**config.mk**
```make
export PLATFORM = sky130hd
export DESIGN_NAME = cp0_exception_controller
export DESIGN_NICKNAME = d
export VERILOG_FILES = /design/src/rtl/cp0_exception_controller.sv
export SDC_FILE = /design/constraint.sdc
export NUM_CORES = 1
export LEC_CHECK = 0
export ABC_CLOCK_PERIOD_IN_PS = 7000
export BUFFER_PORTS_ARGS = -buffer_cell sky130_fd_sc_hd__buf_2
export CAP_MARGIN = 20
export CORE_MARGIN = 1
export CORE_UTILIZATION = 60
export CTS_BUF_LIST = sky130_fd_sc_hd__clkbuf_2 sky130_fd_sc_hd__clkbuf_4 sky130_fd_sc_hd__clkbuf_8
export CTS_CLUSTER_DIAMETER = 200
export CTS_CLUSTER_SIZE = 14
export DETAILED_ROUTE_END_ITERATION = 10
export GPL_ROUTABILITY_DRIVEN = 0
export PLACE_DENSITY_LB_ADDON = 0.15
export SKIP_LAST_GASP = 1
export SLEW_MARGIN = 20
export SYNTH_ARGS = -nofsm -noshare
export SYNTH_HDL_FRONTEND = slang
export SYNTH_SLANG_ARGS = --single-unit
```
**constraint.sdc**
```tcl
create_clock -name clock -period 7 [get_ports clock]
set_input_delay 1.05 -clock clock [delete_from_list [all_inputs] [get_ports clock]]
set_output_delay 1.05 -clock clock [all_outputs]
set_load 0.005 [all_outputs]
```
**src/rtl/cp0_exception_controller.sv**
```systemverilog
// ---------------------------------------------------------------------------
// cp0_exception_controller
//
// Purpose:
//   Holds the CP0 register set (BadVAddr, Count, Compare, Status, Cause, EPC)
//   for the 5-stage MIPS core. It sequences precise exceptions and ERET from
//   the write-back stage's CP0 commit, and serves MFC0 reads. It also raises a
//   registered one-cycle pipeline flush with its redirect target, and an
//   interrupt-pending flag that decode tags onto the next instruction.
//
// Ports:
//   clock, reset_n        core clock, synchronous active-low reset
//   cp0_write_enabled     MTC0 commit from WB
//   cp0_address_register  MTC0/MFC0 register number (rd)
//   cp0_address_select    MTC0/MFC0 select (sel)
//   cp0_write_data        MTC0 data
//   exception_valid       WB commits an exception (interrupts use code 0)
//   eret_flush            WB commits ERET
//   in_delay_slot         faulting instruction sits in a branch delay slot
//   exception_code        ExcCode of the committed exception
//   exception_address     PC of the faulting instruction
//   is_address_fault      BadVAddr is loaded with badvaddr_value
//   badvaddr_value        faulting virtual address
//   read_data             MFC0 data, combinational (no write bypass)
//   hardware_interrupt    external interrupt lines, level sensitive
//   interrupt_pending     IE & ~EXL & |(Cause.IP & Status.IM), combinational
//   flush_valid           one-cycle flush pulse, registered
//   flush_target          redirect PC, valid with flush_valid
// ---------------------------------------------------------------------------
module cp0_exception_controller #(
    parameter logic [31:0] EXCEPTION_VECTOR = 32'hBFC0_0380,
    parameter logic        STATUS_BEV_RESET = 1'b1
) (
    input  logic        clock,
    input  logic        reset_n,
    input  logic        cp0_write_enabled,
    input  logic [4:0]  cp0_address_register,
    input  logic [2:0]  cp0_address_select,
    input  logic [31:0] cp0_write_data,
    input  logic        exception_valid,
    input  logic        eret_flush,
    input  logic        in_delay_slot,
    input  logic [4:0]  exception_code,
    input  logic [31:0] exception_address,
    input  logic        is_address_fault,
    input  logic [31:0] badvaddr_value,
    output logic [31:0] read_data,
    input  logic [5:0]  hardware_interrupt,
    output logic        interrupt_pending,
    output logic        flush_valid,
    output logic [31:0] flush_target
);

    localparam logic [4:0] REG_BADVADDR = 5'd8;
    localparam logic [4:0] REG_COUNT    = 5'd9;
    localparam logic [4:0] REG_COMPARE  = 5'd11;
    localparam logic [4:0] REG_STATUS   = 5'd12;
    localparam logic [4:0] REG_CAUSE    = 5'd13;
    localparam logic [4:0] REG_EPC      = 5'd14;

    // Architectural state
    logic [31:0] r_badvaddr;
    logic [31:0] r_count;
    logic [31:0] r_compare;
    logic [31:0] r_epc;
    logic [7:0]  r_status_im;
    logic        r_status_exl;
    logic        r_status_ie;
    logic        r_cause_bd;
    logic        r_cause_ti;
    logic [1:0]  r_cause_ip_sw;
    logic [4:0]  r_cause_exc;
    logic [5:0]  r_hw_sample;
    logic        r_tick;
    logic        r_flush_valid;
    logic [31:0] r_flush_target;

    logic        w_sel0;
    logic        w_mtc0;
    logic        w_wr_count;
    logic        w_wr_compare;
    logic        w_wr_status;
    logic        w_wr_cause;
    logic        w_wr_epc;
    logic        w_count_updated;
    logic [31:0] w_count_next;
    logic [7:0]  w_cause_ip;
    logic [31:0] w_status;
    logic [31:0] w_cause;

    // An MTC0 only takes effect when no exception or ERET commits in the same
    // cycle; a dropped write is simply lost.
    assign w_sel0       = (cp0_address_select == 3'd0);
    assign w_mtc0       = cp0_write_enabled & ~exception_valid & ~eret_flush & w_sel0;
    assign w_wr_count   = w_mtc0 & (cp0_address_register == REG_COUNT);
    assign w_wr_compare = w_mtc0 & (cp0_address_register == REG_COMPARE);
    assign w_wr_status  = w_mtc0 & (cp0_address_register == REG_STATUS);
    assign w_wr_cause   = w_mtc0 & (cp0_address_register == REG_CAUSE);
    assign w_wr_epc     = w_mtc0 & (cp0_address_register == REG_EPC);

    // Count moves at half the core clock; a software load restarts the phase.
    assign w_count_updated = w_wr_count | r_tick;
    assign w_count_next    = w_wr_count ? cp0_write_data :
                             (r_tick ? (r_count + 32'd1) : r_count);

    assign w_cause_ip = {r_hw_sample[5] | r_cause_ti, r_hw_sample[4:0], r_cause_ip_sw};

    assign w_status = {9'd0, STATUS_BEV_RESET, 6'd0, r_status_im, 6'd0,
                       r_status_exl, r_status_ie};
    assign w_cause  = {r_cause_bd, r_cause_ti, 14'd0, w_cause_ip, 1'b0,
                       r_cause_exc, 2'd0};

    assign interrupt_pending = r_status_ie & ~r_status_exl & (|(w_cause_ip & r_status_im));
    assign flush_valid       = r_flush_valid;
    assign flush_target      = r_flush_target;

    // MFC0 read mux: unmapped registers and non-zero selects read as zero.
    always_comb begin
        read_data = 32'd0;
        if (w_sel0) begin
            case (cp0_address_register)
                REG_BADVADDR: read_data = r_badvaddr;
                REG_COUNT:    read_data = r_count;
                REG_COMPARE:  read_data = r_compare;
                REG_STATUS:   read_data = w_status;
                REG_CAUSE:    read_data = w_cause;
                REG_EPC:      read_data = r_epc;
                default:      read_data = 32'd0;
            endcase
        end else begin
            read_data = 32'd0;
        end
    end

    // Timer: Count/tick/Compare and the timer interrupt flag.
    always_ff @(posedge clock) begin
        if (!reset_n) begin
            r_count    <= 32'd0;
            r_tick     <= 1'b0;
            r_compare  <= 32'd0;
            r_cause_ti <= 1'b0;
        end else begin
            r_count <= w_count_next;
            r_tick  <= w_wr_count ? 1'b0 : ~r_tick;
            if (w_wr_compare) begin
                r_compare <= cp0_write_data;
            end
            // A Compare write clears TI and beats a same-cycle match.
            if (w_wr_compare) begin
                r_cause_ti <= 1'b0;
            end else if (w_count_updated && (w_count_next == r_compare)) begin
                r_cause_ti <= 1'b1;
            end
        end
    end

    // External interrupt lines are sampled once per cycle into Cause.IP.
    always_ff @(posedge clock) begin
        if (!reset_n) begin
            r_hw_sample <= 6'd0;
        end else begin
            r_hw_sample <= hardware_interrupt;
        end
    end

    // Exception / ERET / MTC0 sequencing of Status, Cause, EPC and BadVAddr.
    always_ff @(posedge clock) begin
        if (!reset_n) begin
            r_status_im   <= 8'd0;
            r_status_exl  <= 1'b0;
            r_status_ie   <= 1'b0;
            r_cause_bd    <= 1'b0;
            r_cause_ip_sw <= 2'd0;
            r_cause_exc   <= 5'd0;
            r_epc         <= 32'd0;
            r_badvaddr    <= 32'd0;
        end else if (exception_valid) begin
            // Nested exceptions keep the original return address and BD.
            if (!r_status_exl) begin
                r_epc      <= in_delay_slot ? (exception_address - 32'd4) : exception_address;
                r_cause_bd <= in_delay_slot;
            end
            r_status_exl <= 1'b1;
            r_cause_exc  <= exception_code;
            if (is_address_fault) begin
                r_badvaddr <= badvaddr_value;
            end
        end else if (eret_flush) begin
            r_status_exl <= 1'b0;
        end else begin
            if (w_wr_status) begin
                r_status_im  <= cp0_write_data[15:8];
                r_status_exl <= cp0_write_data[1];
                r_status_ie  <= cp0_write_data[0];
            end
            if (w_wr_cause) begin
                r_cause_ip_sw <= cp0_write_data[9:8];
            end
            if (w_wr_epc) begin
                r_epc <= cp0_write_data;
            end
        end
    end

    // Flush pulse: one cycle per exception or ERET commit; ERET returns to the
    // EPC value held before the commit edge.
    always_ff @(posedge clock) begin
        if (!reset_n) begin
            r_flush_valid  <= 1'b0;
            r_flush_target <= 32'd0;
        end else if (exception_valid) begin
            r_flush_valid  <= 1'b1;
            r_flush_target <= EXCEPTION_VECTOR;
        end else if (eret_flush) begin
            r_flush_valid  <= 1'b1;
            r_flush_target <= r_epc;
        end else begin
            r_flush_valid  <= 1'b0;
            r_flush_target <= r_flush_target;
        end
    end

endmodule

```
# Word-level counts from Yosys, hierarchy flattened
# Cells that the tools add are included.
[totals]
regBits = 187
latchBits = 0
ramBits = 0
mem_bits_ro = 0
inputBits = 122
elab_cells = 75
mem_count = 0
[op_classes]
n_addsub = 2
n_mul = 0
div_mod_pow = 0
magnitude_cmp = 0
n_eq_ne = 9
shifts = 0
n_mux = 16
bitwise = 18
n_reduce_logical = 14
[op_table]
columns = ["cell", "n"]
rows = [
  ["$mux W32", 10],
  ["$pmux W32 S6", 1],
  ["$add A32 B1 Y32 const B", 1],
  ["$eq A32 B32 Y1", 1],
  ["$sub A32 B3 Y32 const B", 1],
  ["$eq A5 B4 Y1 const B", 6],
  ["$and A1 B1 Y1", 10],
  ["$reduce_and A3 Y1", 3],
  ["$and A8 B8 Y8", 1],
  ["$reduce_or A8 Y1", 1],
  ["$reduce_or A2 Y1", 3],
  ["$mux W1", 5],
  ["$not A1 Y1", 5],
  ["$ne A2 B2 Y1 const B", 2],
  ["$reduce_and A2 Y1", 2],
  ["$reduce_bool A2 Y1", 2],
  ["$logic_not A3 Y1", 1],
  ["$reduce_bool A3 Y1", 1],
  ["$or A1 B1 Y1", 2],
  ["$logic_and A1 B1 Y1", 1],
]

# Logic depth before layout (Yosys ltp)
# Gate-level depths: netlist (run 1).
[logic_depth]
depth_word = 8
mapped_depth = 12
depth_no_buf = 10

# Least setup slack after synthesis (run 1)
# OpenSTA, ideal clock, no wires.
[synth_timing]
kind = "input port to output port"
startpoint = "in cp0_address_register[1]"
endpoint = "out read_data[16]"
t_arrival_ns = 2.431
required_time_ns = 5.950
slack_ns = 3.519
cell_stages = 6
path_buffers = 2
path_cell_list = "clkbuf_1 > inv_1 > nor4_1 > clkbuf_1 > a22oi_1 > a21oi_1"
[synth_between]
elab_chain_len = 3
elab_cells_between_ends = 8
[synth_rtl]
columns = ["element", "line", "rtl"]
rows = [
  ["start, declared", "37", "input logic [4:0] cp0_address_register,"],
  ["$eq A5 B4 Y1", "121", "case (cp0_address_register)"],
  ["$pmux W32 S6 *", "121", ""],
  ["$mux W32 *", "120", "if (w_sel0) begin"],
  ["end, declared", "47", "output logic [31:0] read_data,"],
]
# Mark *: on every way between the ends. The rest lies on a longest branch, timed or not.

# Worst setup path after layout (run 1)
[layout_timing]
startpoint = "in cp0_address_register[1]"
endpoint = "out read_data[0]"
# The elaborated chain is that of the path after synthesis.

==> flow_summary.ini, run 1 <==
[global_routing]
grt_pass1_vias = 8981
grt_first_pass_wirelength_um = 49500
antenna_found_initial = 1
track_usage = 0.390
grt_overflow_total = 0
grt_max_degree = 88

[floorplanning]
dieArea_um2 = 17000
coreArea_um2 = 16000
die_h_um = 130
row_count = 46
die_w_um = 130
initial_utilization = 0.617
io_pins = 188

[clocking]
clk_path_buf_depth = 2
htree_levels = 4
clkTransAtPathRegs_ns = 0.10
cts_resized = 0
numCtsBuffers = 17
cts_sinks = 187
insertion_delay_ns = 0.48
holdBufCountCts = 0
tritoncts = done
cts_setup_buffers = 0
root_buffer = clkbuf_8

[synthesis]
yosysSeqAreaShare = 0.379
synth_compound_area_frac = 0.196
syn-instance-count = 1221
yosys.area.top_type_share = 0.379
synth.most_common_cell = dfxtp_1
synth_common_cells = 187 x dfxtp_1, 179 x nand2_1, 142 x a21oi_1, 137 x nor2_1, 77 x clkbuf_1
syn_area_um2 = 9870
synth.area.mux_share = 0.0765
ys_types = 70
ys_ff_latch = 187
yosys_warnings = 0
synth_edf_count = 0
yosys.area_share.simple = 0.216
synth_ff_type = dfxtp_1
async_flop_share = 0
synthAdderAreaFrac = 0.00253
yosys.area.top_type = dfxtp_1
synth_top_family_by_area = simple AND/OR/NAND/NOR gates
synth_fp_nets = 1345
syn_area_per_cell_um2 = 8.09
synth_xor_area_frac = 0.0845
synth.top_cells.by_area = dfxtp_1 38%, a21oi_1 7.2%, nand2_1 6.8%

[placement]
portBuffers = 187
dp_hpwl_um = 23900
placedCellCount = 1541
postPlaceCellArea_um2 = 10800
place_ws_ns = 2.73

[critical_path]
reg2reg_depth = 10
critical_path_class = in2out
cp_top_family = buffers and inverters
crit_path_top_delay_cell = nor3_2
critPathBufInv = 4
crit_path_start_kind = primary input
cp.arrival_ns = 3.36
crit_required_ns = 5.95
crit_path_end_kind = primary output
path_max_fanout = 21
path_depth = 7
max_stage_delay_ns = 0.75
path_cells = buf_2, inv_1, nor3_2, buf_4, a22oi_1, a21oi_1, buf_2
cpMostUsedCell = buf_2

[pwr]
ir_worst_vdd_mv = 0.119
power_density_nw_per_um2 = 188
power_leakage_uw = 0.00429
p_total_uw = 2110

[cells_and_area]
areaGrowthSynthToFinish_pct = 14.1
final_area_um2 = 11300
multiInputGateArea_um2 = 5730
antennaDiodeCount = 0
register_area_um2 = 3740
layout-drive-gt1-share = 0.197
nNetsFinal = 1469
fillers = 1377
final_cells = 1574

[run]
maxCapViolations = 0

[route]
initialDrtViolationCount = 1237
drc = 0
wirelength_um = 32900
vias_per_cell = 6.42
vias = 10106
drt_first_pass_iters = 10
wl_per_cell_um = 20.9
ant_nets = 0

[timing]
worst_slack_ns = 2.59
finalClockSkew_ns = 0.0165
hold_viol = 0
fin_crit_ns = 4.41
slew_violations = 0
rsz0062_at_grt = false
fmaxAchievable_ghz = 0.227
setup_viol = 0
relSlewSlack = 0.370
min_period_over_period = 0.630
worst_pin_slew_ns = 0.937
tns_ns = 0

[run_status]
status = finished, final reports clean

[hold_path]
hp-class = reg2reg
min_path_cells = 2
through the flow:
step | hold slack [ns] | util
after floorplan | 0.436 | -
after global placement | 0.444 | 0.676
after detailed placement | 0.448 | 0.676
after CTS | 0.462 | 0.701
after global routing | 0.484 | 0.704
final | 0.461 | 0.704
final timing paths:
path	startpoint	to	slack [ns]
worst max-delay path	cp0_address_register[1]	read_data[0]	2.59
worst min-delay path	r_badvaddr[29]	r_badvaddr[29]	0.46
worst max register to register	r_count[0]	r_cause_ti	3.39
worst min register to register	r_badvaddr[29]	r_badvaddr[29]	0.46
logic make-up (layout without fill, tap and decap cells):
group | count (synthesis) | count (layout)
buf+inv | 109 | 246
xor+xnor | 92 | 92
mux | 74 | 74
flops | 187 | 187
compound gates | 303 | 303
simple gates | 454 | 454
fa+ha+maj | 2 | 2
layout make-up:
class	count	area share
Sequential cell	187	0.332
Multi-Input combinational cell	925	0.509
Tap cell	216	0.0240
Clock buffer	18	0.0220
Inverter	12	0.00422
Timing Repair Buffer	202	0.0949
Clock inverter	14	0.0133
layer usage:
layer | wire [um] | vias to the layer above | track usage
met5 | 0 | - | 0
met4 | 1880 | 0 | 0.214
met3 | 3440 | 126 | 0.0738
met2 | 14900 | 691 | 0.624
met1 | 12800 | 4688 | 0.496
li1 | - | 4601 | -
power breakdown:
part | internal [uW] | total, uW | switching, uW
sequential | 1100 | 1130 | 34.0
clock | 306 | 746 | 440
combinational | 89.2 | 233 | 144
total | 1490 | 2110 | 618
worst register-to-register path, stage by stage, from the launching register on:
cell,delay (ns)
dfxtp_1,0.46
ha_1,0.21
nand4_1,0.32
nor3_1,0.72
nand4_1,0.20
xnor2_1,0.21
a2111o_1,0.44
nor4_1,0.31
nand4_1,0.17
o31ai_1,0.35
a32o_1,0.17
flip-flops by register name (all words and copies together), names as in the netlist, 2 cells and up:
signal,count
r_status_im,8
flush_target,32
r_epc,32
r_badvaddr,32
r_count,32
r_compare,32
r_cause_ip_sw,2
r_cause_exc,5
r_hw_sample,6
placed cells by master, fill, tap and decap left out, types with 4 or more instances in the layout:
master	Yosys	final
a211oi_1	32	32
a21oi_1	142	141
a221oi_1	5	5
a222oi_1	16	16
a22oi_1	47	47
a311oi_1	8	8
a31oi_1	7	7
and2_1	15	15
and3_1	13	13
and4_1	6	6
buf_2	5	187
buf_4	1	14
clkbuf_8	2	18
dfxtp_1	187	187
inv_1	11	11
inv_6	0	4
inv_8	0	4
mux2_2	12	12
mux2i_1	62	62
nand2_1	179	179
nand3_1	10	10
nand3b_1	4	4
nand4_1	18	18
nor2_1	137	137
nor3_1	16	14
nor3_2	2	4
nor4_1	13	11
o211ai_1	6	6
o21ai_0	20	20
or3_1	9	9
or4_1	4	4
xnor2_1	57	57
xor2_1	33	33
Note: power is estimated with default switching activity, not from simulation.
==> run 2, diff against run 1 <==
--- a/config.mk
+++ b/config.mk
@@ -5,11 +5,11 @@
 export SDC_FILE = /design/constraint.sdc
 export NUM_CORES = 1
 export LEC_CHECK = 0
-export ABC_CLOCK_PERIOD_IN_PS = 7000
+export ABC_CLOCK_PERIOD_IN_PS = 4600
 export BUFFER_PORTS_ARGS = -buffer_cell sky130_fd_sc_hd__buf_2
 export CAP_MARGIN = 20
 export CORE_MARGIN = 1
-export CORE_UTILIZATION = 60
+export CORE_UTILIZATION = 58
 export CTS_BUF_LIST = sky130_fd_sc_hd__clkbuf_2 sky130_fd_sc_hd__clkbuf_4 sky130_fd_sc_hd__clkbuf_8
 export CTS_CLUSTER_DIAMETER = 200
 export CTS_CLUSTER_SIZE = 14
==> constraint.sdc (replaced) <==
create_clock -name clock -period 4.6 [get_ports clock]
set_input_delay 0.69 -clock clock [delete_from_list [all_inputs] [get_ports clock]]
set_output_delay 0.69 -clock clock [all_outputs]
set_load 0.005 [all_outputs]
==> flow_summary.ini, run 2 (same netlist as run 1, synthesis figures left out) <==
[critical_path]
reg2reg_slack_ns = 1.26
crit_path_end_kind = primary output
crit_end = read_data[15]
critical_path_class = in2out
critPathBufInv = 4
path_cells = buf_2, inv_1, nor3_2, buf_4, a222oi_1, a31oi_1, buf_2
r2r_start = r_count[0]
cp_top_family = buffers and inverters
crit_path_start_kind = primary input
path_max_fanout = 16
cp.arrival_ns = 2.90
cpMostUsedCell = buf_2
crit_required_ns = 3.91
worstReg2RegEnd = r_cause_ti
crit_path_top_delay_cell = nor3_2
reg2reg_depth = 11
max_stage_delay_ns = 0.77
cp-startpoint = cp0_address_register[1]
path_depth = 7

[clocking]
numCtsBuffers = 17
cts_resized = 0
insertion_delay_ns = 0.49
cts_setup_buffers = 0
cts_sinks = 187
clkTransAtPathRegs_ns = 0.09
clk_path_buf_depth = 2
tritoncts = done
root_buffer = clkbuf_8
htree_levels = 4
holdBufCountCts = 0

[floorplanning]
die_w_um = 132
dieArea_um2 = 17500
initial_utilization = 0.595
io_pins = 188
die_h_um = 132
coreArea_um2 = 16600
row_count = 47

[pwr]
power_leakage_uw = 0.00432
power.internal_uw = 2350
switching_share = 0.276
p_sw_uw = 898
ir_worst_vdd_mv = 0.197
p_seq_frac = 0.529
clkPwrFrac = 0.362
power_density_nw_per_um2 = 287
p_comb_frac = 0.109

[timing]
min_period_over_period = 0.781
slew_violations = 0
setup_viol = 0
fmaxAchievable_ghz = 0.278
relSlewSlack = 0.248
hold_slack_ns = 0.411
rsz0062_at_grt = false
finalClockSkew_ns = 0.0136
tns_ns = 0
worst_pin_slew_ns = 1.13
hold_viol = 0
fin_crit_ns = 3.59
worst_slack_ns = 1.01

[cells_and_area]
layout-drive-gt1-share = 0.200
nNetsFinal = 1476
final_cells = 1589
layout_common_cells = 187 x dfxtp_1, 187 x buf_2, 179 x nand2_1
areaGrowthSynthToFinish_pct = 14.8
fillers = 1441

[route]
vias = 10052
wirelength_um = 33400
vias_per_cell = 6.33
drt_first_pass_iters = 8
ant_nets = 0
drc = 0
wl_per_cell_um = 21.0
initialDrtViolationCount = 1143

[placement]
dp_hpwl_um = 24500
place_ws_ns = 1.10
portBuffers = 187
placedCellCount = 1553

[global_routing]
grt_first_pass_wirelength_um = 51300
grt_max_degree = 90
antenna_found_initial = 5
grt_overflow_total = 0
grt_pass1_vias = 9176
track_usage = 0.378

[hold_path]
hp-class = in2reg

[run]
maxCapViolations = 0

[run_status]
status = finished, final reports clean
-- run 2: per-stage QoR --
stage | cell area (um^2) | util | total power, uW
after CTS | 11300 | 0.683 | 3230
after global placement | 10900 | 0.656 | 2090
after detailed placement | 10900 | 0.658 | 2100
after floorplan | 9870 | - | 1930
final | 11300 | 0.683 | 3250
after global routing | 11300 | 0.683 | 3340
-- run 2: cell type report --
| class | count | area, um^2 | share of cell area |
|---|---|---|---|
| multi-input combinational | 925 | 5720 | 0.505 |
| clock inverter | 13 | 169 | 0.0149 |
| timing repair buffer | 209 | 1120 | 0.0989 |
| antenna | 5 | 12.5 | 0.00110 |
| sequential | 187 | 3740 | 0.330 |
| inverter | 12 | 47.5 | 0.00420 |
| clock buffer | 18 | 241 | 0.0213 |
| tap | 220 | 275 | 0.0243 |
-- run 2: worst min-delay path by stage --
stage,from,end,cells past startpoint
after global routing,hardware_interrupt[5],r_hw_sample[5],2
after detailed placement,r_badvaddr[30],r_badvaddr[30],2
final,hardware_interrupt[4],r_hw_sample[4],2
after global placement,r_badvaddr[7],r_badvaddr[7],2
after CTS,hardware_interrupt[2],r_hw_sample[2],2
after floorplan,r_badvaddr[15],r_badvaddr[15],2
-- run 2: per-layer routing --
layer	wire length (um)	share of wire	global-route usage	vias up
li1	-	-	-	4617
met3	3310	0.099	0.0739	108
met2	15000	0.45	0.594	653
met1	13400	0.40	0.495	4674
met5	0	0	0	-
met4	1670	0.050	0.196	0
-- run 2: power groups by stage --
stage / registers (uW) / logic, uW / clock network [uW]
final: 1720 / 354 / 1180
after global routing: 1720 / 382 / 1230
after CTS: 1720 / 348 / 1170
after detailed placement: 1760 / 346 / 0
after global placement: 1760 / 337 / 0
after floorplan: 1740 / 196 / 0
